$ cat src/rtl/seg_scan_decoder_if.sv
// -----------------------------------------------------------------------------
// seg_scan_decoder_if
// Bundles the scanned seven-segment lines and the rebuilt-frame readback for the
// seg_scan_decoder monitor.
//   master : the side driving the display lines (scanner model / bench); it
//            drives AN/SEGMENT and observes the decoded frame.
//   slave  : the decoder; it samples AN/SEGMENT and drives the frame outputs.
// Signals:
//   AN[3:0]       anode enables, active-low, one digit low at a time
//   SEGMENT[7:0]  segments, active-low, [0]=a .. [6]=g, [7]=dp
//   value[15:0]   last complete frame, digit n in value[4n+3:4n]
//   dp[3:0]       last complete frame decimal points, 1 = lit
//   frame_valid   one-cycle pulse when value/dp/frame_err update
//   frame_err     last frame held an undecodable segment pattern
//   an_err        sticky multi-hot anode flag
//   stalled       no digit accepted for TIMEOUT cycles
// -----------------------------------------------------------------------------
interface seg_scan_decoder_if;
  logic [3:0]  AN;
  logic [7:0]  SEGMENT;
  logic [15:0] value;
  logic [3:0]  dp;
  logic        frame_valid;
  logic        frame_err;
  logic        an_err;
  logic        stalled;

  modport master (
    output AN, SEGMENT,
    input  value, dp, frame_valid, frame_err, an_err, stalled
  );

  modport slave (
    input  AN, SEGMENT,
    output value, dp, frame_valid, frame_err, an_err, stalled
  );
endinterface

$ cat src/rtl/seg_scan_decoder.sv
// -----------------------------------------------------------------------------
// seg_scan_decoder
// Receive-side monitor for a multiplexed 4-digit seven-segment display. Samples
// the scanned anode/segment lines, waits for each digit to sit still for
// STABLE_CYCLES samples, decodes it back to a hex nibble and assembles the four
// digits into a frame. Flags undecodable patterns, multi-hot anodes and a scan
// that has stopped delivering digits.
// Ports:
//   clk    in  system clock, rising edge
//   rst_n  in  asynchronous active-low reset
//   bus    slave modport of seg_scan_decoder_if (AN/SEGMENT in, frame out)
// Parameters:
//   STABLE_CYCLES  identical consecutive samples needed to accept a digit (>=2)
//   TIMEOUT        cycles without an accepted digit before 'stalled' is raised
// -----------------------------------------------------------------------------
module seg_scan_decoder #(
  parameter int STABLE_CYCLES = 8,
  parameter int TIMEOUT       = 1000000
) (
  input logic             clk,
  input logic             rst_n,
  seg_scan_decoder_if.slave bus
);

  localparam int CW = $clog2(STABLE_CYCLES + 1);
  localparam int IW = $clog2(TIMEOUT + 1);

  // Input synchroniser and one-cycle-delayed copy for the stability compare
  logic [3:0]    r_an_s1, r_an_s2, r_an_prev;
  logic [7:0]    r_seg_s1, r_seg_s2, r_seg_prev;

  logic [CW-1:0] r_stab_cnt;
  logic [IW-1:0] r_idle_cnt;

  // Frame assembly
  logic [3:0]    r_mask;
  logic [15:0]   r_shadow_val;
  logic [3:0]    r_shadow_dp;
  logic          r_shadow_err;

  // Registered outputs
  logic [15:0]   r_value;
  logic [3:0]    r_dp;
  logic          r_frame_valid;
  logic          r_frame_err;
  logic          r_an_err;
  logic          r_stalled;

  logic          w_blank;
  logic          w_idx_vld;
  logic [1:0]    w_idx;
  logic          w_same;
  logic          w_accept;
  logic          w_acc_digit;
  logic          w_acc_multi;
  logic [4:0]    w_dec;
  logic          w_complete;
  logic          w_timeout;
  logic [3:0]    w_mask_base;
  logic          w_err_base;
  logic [3:0]    w_mask_set;

  // {miss, nibble} for an active-high gfedcba pattern
  function automatic logic [4:0] f_decode(input logic [6:0] seg);
    logic [4:0] res;
    case (seg)
      7'h3F:   res = 5'h00;
      7'h06:   res = 5'h01;
      7'h5B:   res = 5'h02;
      7'h4F:   res = 5'h03;
      7'h66:   res = 5'h04;
      7'h6D:   res = 5'h05;
      7'h7D:   res = 5'h06;
      7'h07:   res = 5'h07;
      7'h7F:   res = 5'h08;
      7'h6F:   res = 5'h09;
      7'h77:   res = 5'h0A;
      7'h7C:   res = 5'h0B;
      7'h39:   res = 5'h0C;
      7'h5E:   res = 5'h0D;
      7'h79:   res = 5'h0E;
      7'h71:   res = 5'h0F;
      default: res = 5'h10;
    endcase
    return res;
  endfunction

  always_comb begin
    w_idx     = 2'd0;
    w_idx_vld = 1'b0;
    case (r_an_s2)
      4'b1110: begin w_idx = 2'd0; w_idx_vld = 1'b1; end
      4'b1101: begin w_idx = 2'd1; w_idx_vld = 1'b1; end
      4'b1011: begin w_idx = 2'd2; w_idx_vld = 1'b1; end
      4'b0111: begin w_idx = 2'd3; w_idx_vld = 1'b1; end
      default: begin w_idx = 2'd0; w_idx_vld = 1'b0; end
    endcase
  end

  assign w_blank = (r_an_s2 == 4'b1111);
  assign w_same  = ({r_an_s2, r_seg_s2} == {r_an_prev, r_seg_prev});

  // The strobe fires on the edge where the counter steps onto STABLE_CYCLES;
  // once there the counter saturates so the same dwell cannot fire again.
  assign w_accept    = !w_blank && w_same && (r_stab_cnt == CW'(STABLE_CYCLES - 1));
  assign w_acc_digit = w_accept && w_idx_vld;
  assign w_acc_multi = w_accept && !w_idx_vld;

  assign w_dec      = f_decode(~r_seg_s2[6:0]);
  assign w_complete = (r_mask == 4'hF);
  assign w_timeout  = !w_acc_digit && (r_idle_cnt == IW'(TIMEOUT - 1));

  // Completion and timeout both drop the assembled state; an accept on the
  // same edge then seeds the next frame rather than being lost.
  assign w_mask_base = (w_complete || w_timeout) ? 4'h0 : r_mask;
  assign w_err_base  = (w_complete || w_timeout) ? 1'b0 : r_shadow_err;
  assign w_mask_set  = w_acc_digit ? (4'b0001 << w_idx) : 4'h0;

  always_ff @(posedge clk or negedge rst_n) begin
    if (!rst_n) begin
      r_an_s1    <= 4'h0;
      r_an_s2    <= 4'h0;
      r_an_prev  <= 4'h0;
      r_seg_s1   <= 8'h00;
      r_seg_s2   <= 8'h00;
      r_seg_prev <= 8'h00;
    end else begin
      r_an_s1    <= bus.AN;
      r_an_s2    <= r_an_s1;
      r_an_prev  <= r_an_s2;
      r_seg_s1   <= bus.SEGMENT;
      r_seg_s2   <= r_seg_s1;
      r_seg_prev <= r_seg_s2;
    end
  end

  always_ff @(posedge clk or negedge rst_n) begin
    if (!rst_n) begin
      r_stab_cnt <= '0;
    end else if (w_blank) begin
      r_stab_cnt <= '0;
    end else if (!w_same) begin
      r_stab_cnt <= CW'(1);
    end else if (r_stab_cnt != CW'(STABLE_CYCLES)) begin
      r_stab_cnt <= r_stab_cnt + CW'(1);
    end
  end

  always_ff @(posedge clk or negedge rst_n) begin
    if (!rst_n) begin
      r_idle_cnt <= '0;
    end else if (w_acc_digit) begin
      r_idle_cnt <= '0;
    end else if (r_idle_cnt != IW'(TIMEOUT)) begin
      r_idle_cnt <= r_idle_cnt + IW'(1);
    end
  end

  always_ff @(posedge clk or negedge rst_n) begin
    if (!rst_n) begin
      r_mask       <= 4'h0;
      r_shadow_val <= 16'h0000;
      r_shadow_dp  <= 4'h0;
      r_shadow_err <= 1'b0;
    end else begin
      r_mask       <= w_mask_base | w_mask_set;
      r_shadow_err <= w_err_base | (w_acc_digit & w_dec[4]);
      if (w_acc_digit) begin
        for (int i = 0; i < 4; i++) begin
          if (w_idx == 2'(i)) begin
            r_shadow_val[i*4 +: 4] <= w_dec[3:0];
            r_shadow_dp[i]         <= ~r_seg_s2[7];
          end
        end
      end
    end
  end

  always_ff @(posedge clk or negedge rst_n) begin
    if (!rst_n) begin
      r_value       <= 16'h0000;
      r_dp          <= 4'h0;
      r_frame_valid <= 1'b0;
      r_frame_err   <= 1'b0;
      r_an_err      <= 1'b0;
      r_stalled     <= 1'b0;
    end else begin
      r_frame_valid <= w_complete;
      if (w_complete) begin
        r_value     <= r_shadow_val;
        r_dp        <= r_shadow_dp;
        r_frame_err <= r_shadow_err;
      end
      if (w_acc_multi) begin
        r_an_err <= 1'b1;
      end
      if (w_acc_digit) begin
        r_stalled <= 1'b0;
      end else if (w_timeout) begin
        r_stalled <= 1'b1;
      end
    end
  end

  assign bus.value       = r_value;
  assign bus.dp          = r_dp;
  assign bus.frame_valid = r_frame_valid;
  assign bus.frame_err   = r_frame_err;
  assign bus.an_err      = r_an_err;
  assign bus.stalled     = r_stalled;

endmodule

$ cat src/flat_wrapper.sv
// flat-port wrapper written by rule: the top's interface ports become plain ports
module seg_scan_decoder_flat 
#(
  parameter int STABLE_CYCLES = 8,
  parameter int TIMEOUT       = 1000000
)
  (clk, rst_n, bus_AN, bus_SEGMENT, bus_value, bus_dp, bus_frame_valid, bus_frame_err, bus_an_err, bus_stalled);
  seg_scan_decoder_if bus_i ();
  input logic clk;
  input logic rst_n;
  input wire logic [$bits(bus_i.AN)-1:0] bus_AN;
  input wire logic [$bits(bus_i.SEGMENT)-1:0] bus_SEGMENT;
  output wire logic [$bits(bus_i.value)-1:0] bus_value;
  output wire logic [$bits(bus_i.dp)-1:0] bus_dp;
  output wire logic [$bits(bus_i.frame_valid)-1:0] bus_frame_valid;
  output wire logic [$bits(bus_i.frame_err)-1:0] bus_frame_err;
  output wire logic [$bits(bus_i.an_err)-1:0] bus_an_err;
  output wire logic [$bits(bus_i.stalled)-1:0] bus_stalled;
  assign bus_i.AN = bus_AN;
  assign bus_i.SEGMENT = bus_SEGMENT;
  assign bus_value = bus_i.value;
  assign bus_dp = bus_i.dp;
  assign bus_frame_valid = bus_i.frame_valid;
  assign bus_frame_err = bus_i.frame_err;
  assign bus_an_err = bus_i.an_err;
  assign bus_stalled = bus_i.stalled;
  seg_scan_decoder #(.STABLE_CYCLES(STABLE_CYCLES), .TIMEOUT(TIMEOUT)) u_core (.clk(clk), .rst_n(rst_n), .bus(bus_i));
endmodule
$ cat config.mk
export PLATFORM = sky130hd
export DESIGN_NAME = seg_scan_decoder_flat
export DESIGN_NICKNAME = d
export VERILOG_FILES = /design/src/rtl/seg_scan_decoder_if.sv /design/src/rtl/seg_scan_decoder.sv /design/src/flat_wrapper.sv
export SDC_FILE = /design/constraint.sdc
export NUM_CORES = 1
export LEC_CHECK = 0
export ABC_AREA = 0
export BUFFER_PORTS_ARGS = -buffer_cell sky130_fd_sc_hd__buf_2
export CORE_ASPECT_RATIO = 1.75
export CORE_UTILIZATION = 40
export CTS_CLUSTER_SIZE = 14
export DETAILED_ROUTE_END_ITERATION = 12
export PLACE_DENSITY = 0.6
export SLEW_MARGIN = 10
export SYNTH_ARGS = -nofsm -noshare
export SYNTH_HDL_FRONTEND = slang
export SYNTH_SLANG_ARGS = --single-unit
$ cat constraint.sdc
create_clock -name clk -period 2.8 [get_ports clk]
set_clock_uncertainty 0.2 [all_clocks]
set_input_delay 0.28 -clock clk [delete_from_list [all_inputs] [get_ports clk]]
set_output_delay 0.28 -clock clk [all_outputs]
set_load 0.01 [all_outputs]
## Yosys cells after proc, flatten, opt, wreduce, memory -nomap -nowiden

Index checks and enable logic that the tools add are counted.
W data, S select, Z words.

- Register bits: 109
- Bits of input ports: 14
- Output and inout bits: 24

- Add/subtract/negate cells: 2
- Equality and inequality tests: 31
- Shift-type cells: 1
- Mux-type cells: 13
- Bitwise logic cells: 5
- Reduce and logical (&&, ||, !) cells: 17

Operator list:

| operator | number |
|---|---|
| $eq A7 B7 Y1 const B | 12 |
| $pmux W5 S16 | 1 |
| $mux W20 | 2 |
| $add A20 B1 Y20 const B | 1 |
| $eq A20 B20 Y1 const B | 1 |
| $eq A4 B4 Y1 const B | 5 |
| $mux W4 | 5 |
| $ne A20 B20 Y1 const B | 1 |
| $eq A7 B3 Y1 const B | 2 |
| $eq A7 B6 Y1 const B | 2 |
| $eq A12 B12 Y1 | 1 |
| $eq A4 B3 Y1 const B | 2 |
| $reduce_and A2 Y1 | 4 |
| $not A7 Y7 | 1 |
| $pmux W2 S3 | 1 |
| $logic_and A1 B1 Y1 | 5 |
| $add A4 B1 Y4 const B | 1 |
| $eq A2 B2 Y1 const B | 2 |
| $mux W1 | 4 |
| $ne A4 B4 Y1 const B | 1 |
| $or A4 B4 Y4 | 1 |
| $reduce_bool A2 Y1 | 2 |
| $reduce_or A4 Y1 | 1 |
| $shl A1 B2 Y4 const A | 1 |
| 8 further kinds | 10 |

## Longest topological paths before layout

Gate-level depths: netlist of run 1.

- Word-level depth: 10
- Mapped depth: 8
- Gate-level depth less buffers: 6

## Worst setup path after synthesis of run 1

Ideal clock, no wire load.

- Kind: flip-flop to flip-flop
- From: register u_core.r_an_s2[2]
- To: register u_core.r_shadow_val[12]
- Setup time: 0.125 ns
- Arrival: 2.181 ns
- Slack: 0.294 ns
- Stages on the path, launching flop included: 8
- Buffers on the path: 2
- Path through: dfrtp_1 -> buf_6 -> xnor2_1 -> nand4_1 -> or4_4 -> buf_6 -> nor4b_4 -> mux2_4

- Longest elaborated chain between the ends: 6

RTL lines:

| what | line | source |
|---|---|---|
| from (decl) | seg_scan_decoder.sv:29 | `logic [3:0] r_an_s1, r_an_s2, r_an_prev;` |
| from (signal assigned) | seg_scan_decoder.sv:129 | `r_an_s2 <= r_an_s1;` |
| parallel branches: the longest is 5 deep, another holds $eq A4 B3 Y1 | -- |  |
| $reduce_and A2 Y1 (no source line) (*) | -- |  |
| to (signal, indexed assignment) | seg_scan_decoder.sv:171 | `r_shadow_val[i*4 +: 4] <= w_dec[3:0];` |
| to (decl) | seg_scan_decoder.sv:37 | `logic [15:0] r_shadow_val;` |

Mark *: on every way between the ends.
A chain may end at the register's enable or synchronous reset.

## Worst setup path after layout of run 1

- From: register u_core.r_an_s2[2]
- To: register u_core.r_shadow_val[5]

- Longest elaborated chain between the ends: 6

RTL lines:

| what |
|---|
| parallel branches: the longest is 5 deep, another holds $eq A4 B3 Y1 |
| $reduce_and A2 Y1 (no source line) (*) |

Marks and branches as above.

==> flow_summary.yaml, run 1 <==
yosys:
  synth_async_sr_flop_share: 1.000
  synth_seq_cells: 109
  synth_edf_count: 0
  synth_nets: 428
  yosysSeqAreaShare: 0.5964
  synth_cell_types: 50
  syn-cell-area_sq_um: 4573
  synth_top_flop_cell: "dfrtp_1"
  syn_avg_cell_area_sq_um: 11.15
  synth_warnings: 0
  syn_inst: 410
  synth_top_area_cell: "dfrtp_1"
  synth_top_cell_area_share: 0.5964
  synth_area_leaders: "dfrtp_1, nand2_1, xnor2_1"
setup_path:
  cpPeakStageDelay_ns: 0.62
  r2r-start: "u_core.r_an_s2[2]"
  crit_type: "reg -> reg"
  critical_path.cell_chain: "xnor2_1, nand4_1, or4_4, nor2_1, mux2_2"
  start_kind: "register"
  critPathArrivalTime_ns: 2.60
  rrSetupSlack_ns: 0.23
  required_ns: 2.83
  cp_num_buf_inv: 0
  cp_slowest_cell: "or4_4"
  path_max_fanout: 8
  worstReg2RegEnd: "u_core.r_shadow_val[5]"
  critical_path.top_delay_family: "simple AND/OR/NAND/NOR gates"
  rr_worst_depth: 5
  end_kind: "register"
floorplanning:
  io_pins: 38
  die_x_um: 82.83
  num_rows: 51
  die_h_um: 143.4
  start_util: 0.4119
  die-area_sq_um: 11880
  core_sq_um: 11100
clock_tree:
  insertion_delay_ns: 0.34
  cts_tree: "built"
  clk_path_buf_depth: 2
  clkSlewWorstSetupHoldPaths_ns: 0.07
  cts_resized: 0
  numCtsBuffers: 9
  cts.htree.levels: 3
  postCtsSetupBuffers: 0
  numClockSinks: 109
  root_buffer: "clkbuf_16"
pwr:
  p_sw_mw: 0.6589
  p_per_area_nw_per_um2: 542.6
  p_sw_frac: 0.2252
  seq_power_share: 0.552
  p_clk_frac: 0.400
  p_int_mw: 2.267
  power.static_leakage_nw: 2.524
  power.total_mw: 2.926
  power_frac_comb: 0.047
  vdd_drop_max_mv: 0.3431
global_routing:
  grt_pass1_wl_um: 14900
  grt_pass1_vias: 3187
  grt_overflow: 0
  grt_max_degree: 43
  antenna_found_initial: 0
  grt_use_total: 0.1594
place:
  gp_congestion: 0.8595
  detailed_place_hpwl_um: 6310
  dp_slack_ns: 0.2412
  dpl-instance-area_sq_um: 4989
  port_buffers: 37
route:
  num_vias: 3086
  drt-pass1-iter-count: 4
  ant_nets: 0
  wirelength_um: 8721
  wl_per_cell_um: 14.30
  drc_errors: 0
  vias_per_cell: 5.059
  drt_iter0_markers: 143
finish:
  layout-drive-gt1-share: 0.1987
  syn2layout_area_growth_pct: 17.92
  final_common_cell: "dfrtp_1"
  insertedDiodeCount: 0
  finalNetCount: 491
  fin_area_sq_um: 5393
  mostFrequentLayoutCells: "dfrtp_1, nand2_1, nor2_1, buf_2, xnor2_1"
  fillers: 1038
  final_util: 0.4857
sta:
  max_freq_ghz: 0.3894
  layout_setup_ws_ns: 0.2318
  relSlewSlack: 0.4904
  worstMarginPinSlew_ns: 0.7575
  hold_viol: 0
  finalMaxSlewViolations: 0
  setup_viol: 0
  final.setup.tns_ns: 0
  period_share: 0.9172
  rsz0062_at_grt: "false"
  timing.final.crit_period_ns: 2.568
run_status:
  status: "finished clean"
worst_hold_path:
  hold_path_end: "u_core.r_seg_s2[5]"
  hold_start: "u_core.r_seg_s1[5]"
  hp-class: "reg -> reg"
  hold_depth: 0
run:
  maxCapViolations: 0
==> cells in the mapped netlist, types with 4 or more instances <==
| library cell | number |
|---|---|
| dfrtp_1 | 109 |
| nand2_1 | 73 |
| nor2_1 | 36 |
| xnor2_1 | 22 |
| inv_1 | 15 |
| clkbuf_1 | 13 |
| xor2_1 | 13 |
| mux2_2 | 12 |
| o21ai_0 | 11 |
| nand3_1 | 9 |
| nand4_1 | 9 |
| mux2i_1 | 6 |
| nor3_1 | 5 |
| a21oi_1 | 4 |
| and3_1 | 4 |
| ha_1 | 4 |
| mux2_4 | 4 |
| nor4_1 | 4 |
==> how the worst max path moves through the flow <==
stage                      startpoint                       to  slack [ns]  cells past startpoint
floorplan           u_core.r_an_s2[2]  u_core.r_shadow_val[12]        0.29                      7
global placement    u_core.r_an_s2[2]   u_core.r_shadow_val[9]        0.28                      5
detailed placement  u_core.r_an_s2[2]   u_core.r_shadow_val[8]        0.24                      5
CTS                 u_core.r_an_s2[2]   u_core.r_shadow_val[5]        0.21                      5
global route        u_core.r_an_s2[2]   u_core.r_shadow_val[5]        0.13                      5
finish              u_core.r_an_s2[2]   u_core.r_shadow_val[5]        0.23                      5
==> through the flow <==
| step | cells | hold WS, ns |
|---|---|---|
| final | 610 | 0.1483 |
| after global routing | 610 | 0.1613 |
| after CTS | 610 | 0.1499 |
| after detailed placement | 581 | 0.09924 |
| after global placement | 581 | 0.09319 |
| after floorplan | 410 | -0.2156 |
==> layer usage <==
layer	GRT usage	part of all wire	up-vias
li1	-	-	1500
met1	0.1740	0.40	1520
met2	0.2929	0.55	55
met3	0.03504	0.030	11
met4	0.07350	0.018	0
met5	0	0	-
==> final cells by class <==
cell class	instances	area [sq um]	area share
clock buffers	10	229.0	0.04246
clock inverters	6	45.04	0.008353
inverters	16	60.06	0.01114
multi-input cells	268	1705	0.3162
flip-flops and latches	109	2728	0.5058
well taps	132	165.2	0.03063
repair buffers	69	460.4	0.08538
==> cell families (layout without fill, tap and decap cells) <==
logic type	Yosys count	count (layout)	share of synthesized area
xor+xnor	35	35	0.06703
compound gates	33	33	0.04734
fa+ha+maj	4	4	0.01094
flops	109	109	0.5964
buf+inv	33	101	0.03064
simple gates	174	174	0.1918
mux	22	22	0.05582
==> timing repair <==
| item | CTS | global route |
|---|---|---|
| hold buffers | 13 | 0 |
| endpoints found under the hold margin | 50 | 0 |
| endpoints found under the setup margin | 0 | 0 |
==> state kept, by name, indices dropped and copies added (netlist names), 4 cells and up <==
signal	count
u_core.r_shadow_dp	4
u_core.r_seg_prev	8
u_core.r_an_s2	4
u_core.bus.value	16
u_core.r_seg_s2	8
u_core.r_seg_s1	8
u_core.r_shadow_val	16
u_core.r_an_prev	4
u_core.r_mask	4
u_core.r_idle_cnt	20
u_core.r_an_s1	4
u_core.r_stab_cnt	4
u_core.bus.dp	4
==> power groups by stage <==
| stage | clock network, mW | logic, mW | registers, mW |
|---|---|---|---|
| floorplan | 0 | 0.0598 | 1.64 |
| global placement | 0 | 0.125 | 1.65 |
| detailed placement | 0 | 0.127 | 1.65 |
| CTS | 1.21 | 0.142 | 1.62 |
| global route | 1.28 | 0.155 | 1.62 |
| finish | 1.17 | 0.139 | 1.62 |
Power figures use the tool's default switching activity.
==> run 2: changes to the inputs <==
--- a/config.mk
+++ b/config.mk
@@ -8,10 +8,10 @@
 export ABC_AREA = 0
 export BUFFER_PORTS_ARGS = -buffer_cell sky130_fd_sc_hd__buf_2
 export CORE_ASPECT_RATIO = 1.75
-export CORE_UTILIZATION = 40
+export CORE_UTILIZATION = 51
 export CTS_CLUSTER_SIZE = 14
 export DETAILED_ROUTE_END_ITERATION = 12
-export PLACE_DENSITY = 0.6
+export PLACE_DENSITY = 0.73
 export SLEW_MARGIN = 10
 export SYNTH_ARGS = -nofsm -noshare
 export SYNTH_HDL_FRONTEND = slang
==> run 2 against run 1 <==
  * Non-clock buffer count shrank 6
  * Via count is 1.6% lower
  * Largest cell class unchanged
  * Count of clock-buffer cells in the layout did not move
  * Highest routed layer unchanged
  * Clock power is 18% higher
  * Cell area barely moved
  * Critical endpoint is now u_core.r_shadow_val[6]
  * Global-route usage is 4.1 points higher
  * Combinational power is 6% lower
  * Sequential cell count stayed put
  * Critical path depth is the same
==> flow_summary.yaml, run 2 (same netlist as run 1, synthesis figures left out) <==
run_status:
  status: "finished clean"
clock_tree:
  cts_tree: "built"
  clk_path_buf_depth: 2
  ctsHoldBuffers: 13
  root_buffer: "clkbuf_16"
  numClockSinks: 109
  cts.htree.levels: 3
  numCtsBuffers: 9
  postCtsSetupBuffers: 0
  insertion_delay_ns: 0.34
  clkSlewWorstSetupHoldPaths_ns: 0.07
  cts_resized: 0
pwr:
  power.static_leakage_nw: 2.538
  p_per_area_nw_per_um2: 580.6
  p_sw_frac: 0.2118
  p_clk_frac: 0.442
  power.total_mw: 3.134
  vdd_drop_max_mv: 0.3954
  p_sw_mw: 0.6638
  power_frac_comb: 0.042
  seq_power_share: 0.517
  p_int_mw: 2.470
setup_path:
  required_ns: 2.83
  critical_path.top_delay_family: "simple AND/OR/NAND/NOR gates"
  crit_start: "u_core.r_seg_s2[6]"
  cp_num_buf_inv: 0
  crit_type: "reg -> reg"
  end_kind: "register"
  rr_worst_depth: 5
  cp.depth: 5
  rrSetupSlack_ns: 0.25
  critPathArrivalTime_ns: 2.58
  cp_slowest_cell: "or4_4"
  critical_path.cell_chain: "xnor2_1, nand4_1, or4_4, nor2_1, mux2_2"
  path_max_fanout: 12
  worstReg2RegEnd: "u_core.r_shadow_val[6]"
  critPathCapture: "u_core.r_shadow_val[6]"
  cpPeakStageDelay_ns: 0.59
  start_kind: "register"
  r2r-start: "u_core.r_seg_s2[6]"
global_routing:
  grt_pass1_wl_um: 14250
  grt_max_degree: 110
  grt_overflow: 0
  antenna_found_initial: 0
  grt_pass1_vias: 3053
  grt_use_total: 0.2008
worst_hold_path:
  hp-class: "reg -> reg"
  hold_depth: 0
route:
  drc_errors: 0
  dr_wl_met2_um: 4450
  wl_per_cell_um: 14.16
  drt_iter0_markers: 179
  met3_length_um: 210
  top_layer: "met4"
  ant_nets: 0
  drt-pass1-iter-count: 5
  wirelength_um: 8342
  wl_met1_um: 3434
  num_vias: 3038
  vias_per_cell: 5.158
sta:
  hold_viol: 0
  timing.final.crit_period_ns: 2.551
  period_share: 0.9110
  worstMarginPinSlew_ns: 0.6253
  finalMaxSlewViolations: 0
  final.setup.tns_ns: 0
  layout_setup_ws_ns: 0.2491
  max_freq_ghz: 0.3920
  relSlewSlack: 0.5787
  setup_viol: 0
  rsz0062_at_grt: "false"
finish:
  final_common_cell: "dfrtp_1"
  largest_register_ff_count: 20
  layout-drive-gt1-share: 0.1907
  insertedDiodeCount: 0
  mostFrequentLayoutCells: "dfrtp_1, nand2_1, nor2_1, buf_2, xnor2_1"
  top_register: "u_core.r_idle_cnt"
  finalNetCount: 485
  syn2layout_area_growth_pct: 18.03
place:
  detailed_place_hpwl_um: 5731
  port_buffers: 37
  gp_congestion: 0.8848
  dp_slack_ns: 0.2722
floorplanning:
  num_rows: 45
  die-area_sq_um: 9364
  die_h_um: 127.3
  die_x_um: 73.58
  io_pins: 38
  start_util: 0.5274
  core_sq_um: 8671
run:
  maxCapViolations: 0
## run 2: cell types whose count changed in the layout (fill, tap and decap cells not counted), sizes merged
cell	delta
clkinv	+1
clkinvlp	-3
bufinv	+2
buf	-6
## run 2: final cells by class
type / count / area [sq um]
fill: 724 / 3273
clock buffer: 10 / 239.0
clock inverter: 6 / 91.34
multi-input combinational: 268 / 1705
inverter: 16 / 60.06
timing repair buffer: 63 / 427.9
tap: 117 / 146.4
sequential: 109 / 2728
## run 2: metrics by stage
| stage | area (sq um) | utilization | instances | hold WS (ns) |
|---|---|---|---|---|
| 2_1_floorplan | 4573 | - | 410 | -0.2156 |
| 3_3_place_gp | 4937 | 0.5694 | 560 | 0.1320 |
| 3_5_place_dp | 4937 | 0.5694 | 560 | 0.1347 |
| 4_1_cts | 5398 | 0.6225 | 589 | 0.1502 |
| 5_1_grt | 5398 | 0.6225 | 589 | 0.1573 |
| 6_report | 5398 | 0.6225 | 589 | 0.1484 |
## run 2: layer usage
layer | vias to the layer above | track usage
met1 | 1487 | 0.2344
met2 | 52 | 0.3389
met5 | - | 0
met4 | 0 | 0.1075
li1 | 1485 | -
met3 | 14 | 0.04180
## run 2: worst reg2reg max path, cell delays in order (launching register included)
cell and delay [ns]:
dfrtp_1 0.57, xnor2_1 0.17, nand4_1 0.14, or4_4 0.59, nor2_1 0.39, mux2_2 0.39
## run 2: power by group through the flow
| stage | clock network, mW | logic, mW | registers [mW] |
|---|---|---|---|
| final | 1.38 | 0.130 | 1.62 |
| after global routing | 1.47 | 0.146 | 1.62 |
| after CTS | 1.41 | 0.133 | 1.62 |
| after detailed placement | 0 | 0.119 | 1.65 |
| after global placement | 0 | 0.115 | 1.65 |
| after floorplan | 0 | 0.0598 | 1.64 |
## run 2: worst min path at each step
stage | startpoint | endpoint | slack, ns
final | u_core.r_an_s1[0] | u_core.r_an_s2[0] | 0.15
after global routing | u_core.r_an_s1[0] | u_core.r_an_s2[0] | 0.16
after CTS | u_core.r_an_s1[0] | u_core.r_an_s2[0] | 0.15
after detailed placement | u_core.r_an_s1[0] | u_core.r_an_s2[0] | 0.13
after global placement | u_core.r_seg_s1[1] | u_core.r_seg_s2[1] | 0.13
after floorplan | rst_n | u_core.bus.an_err | -0.22
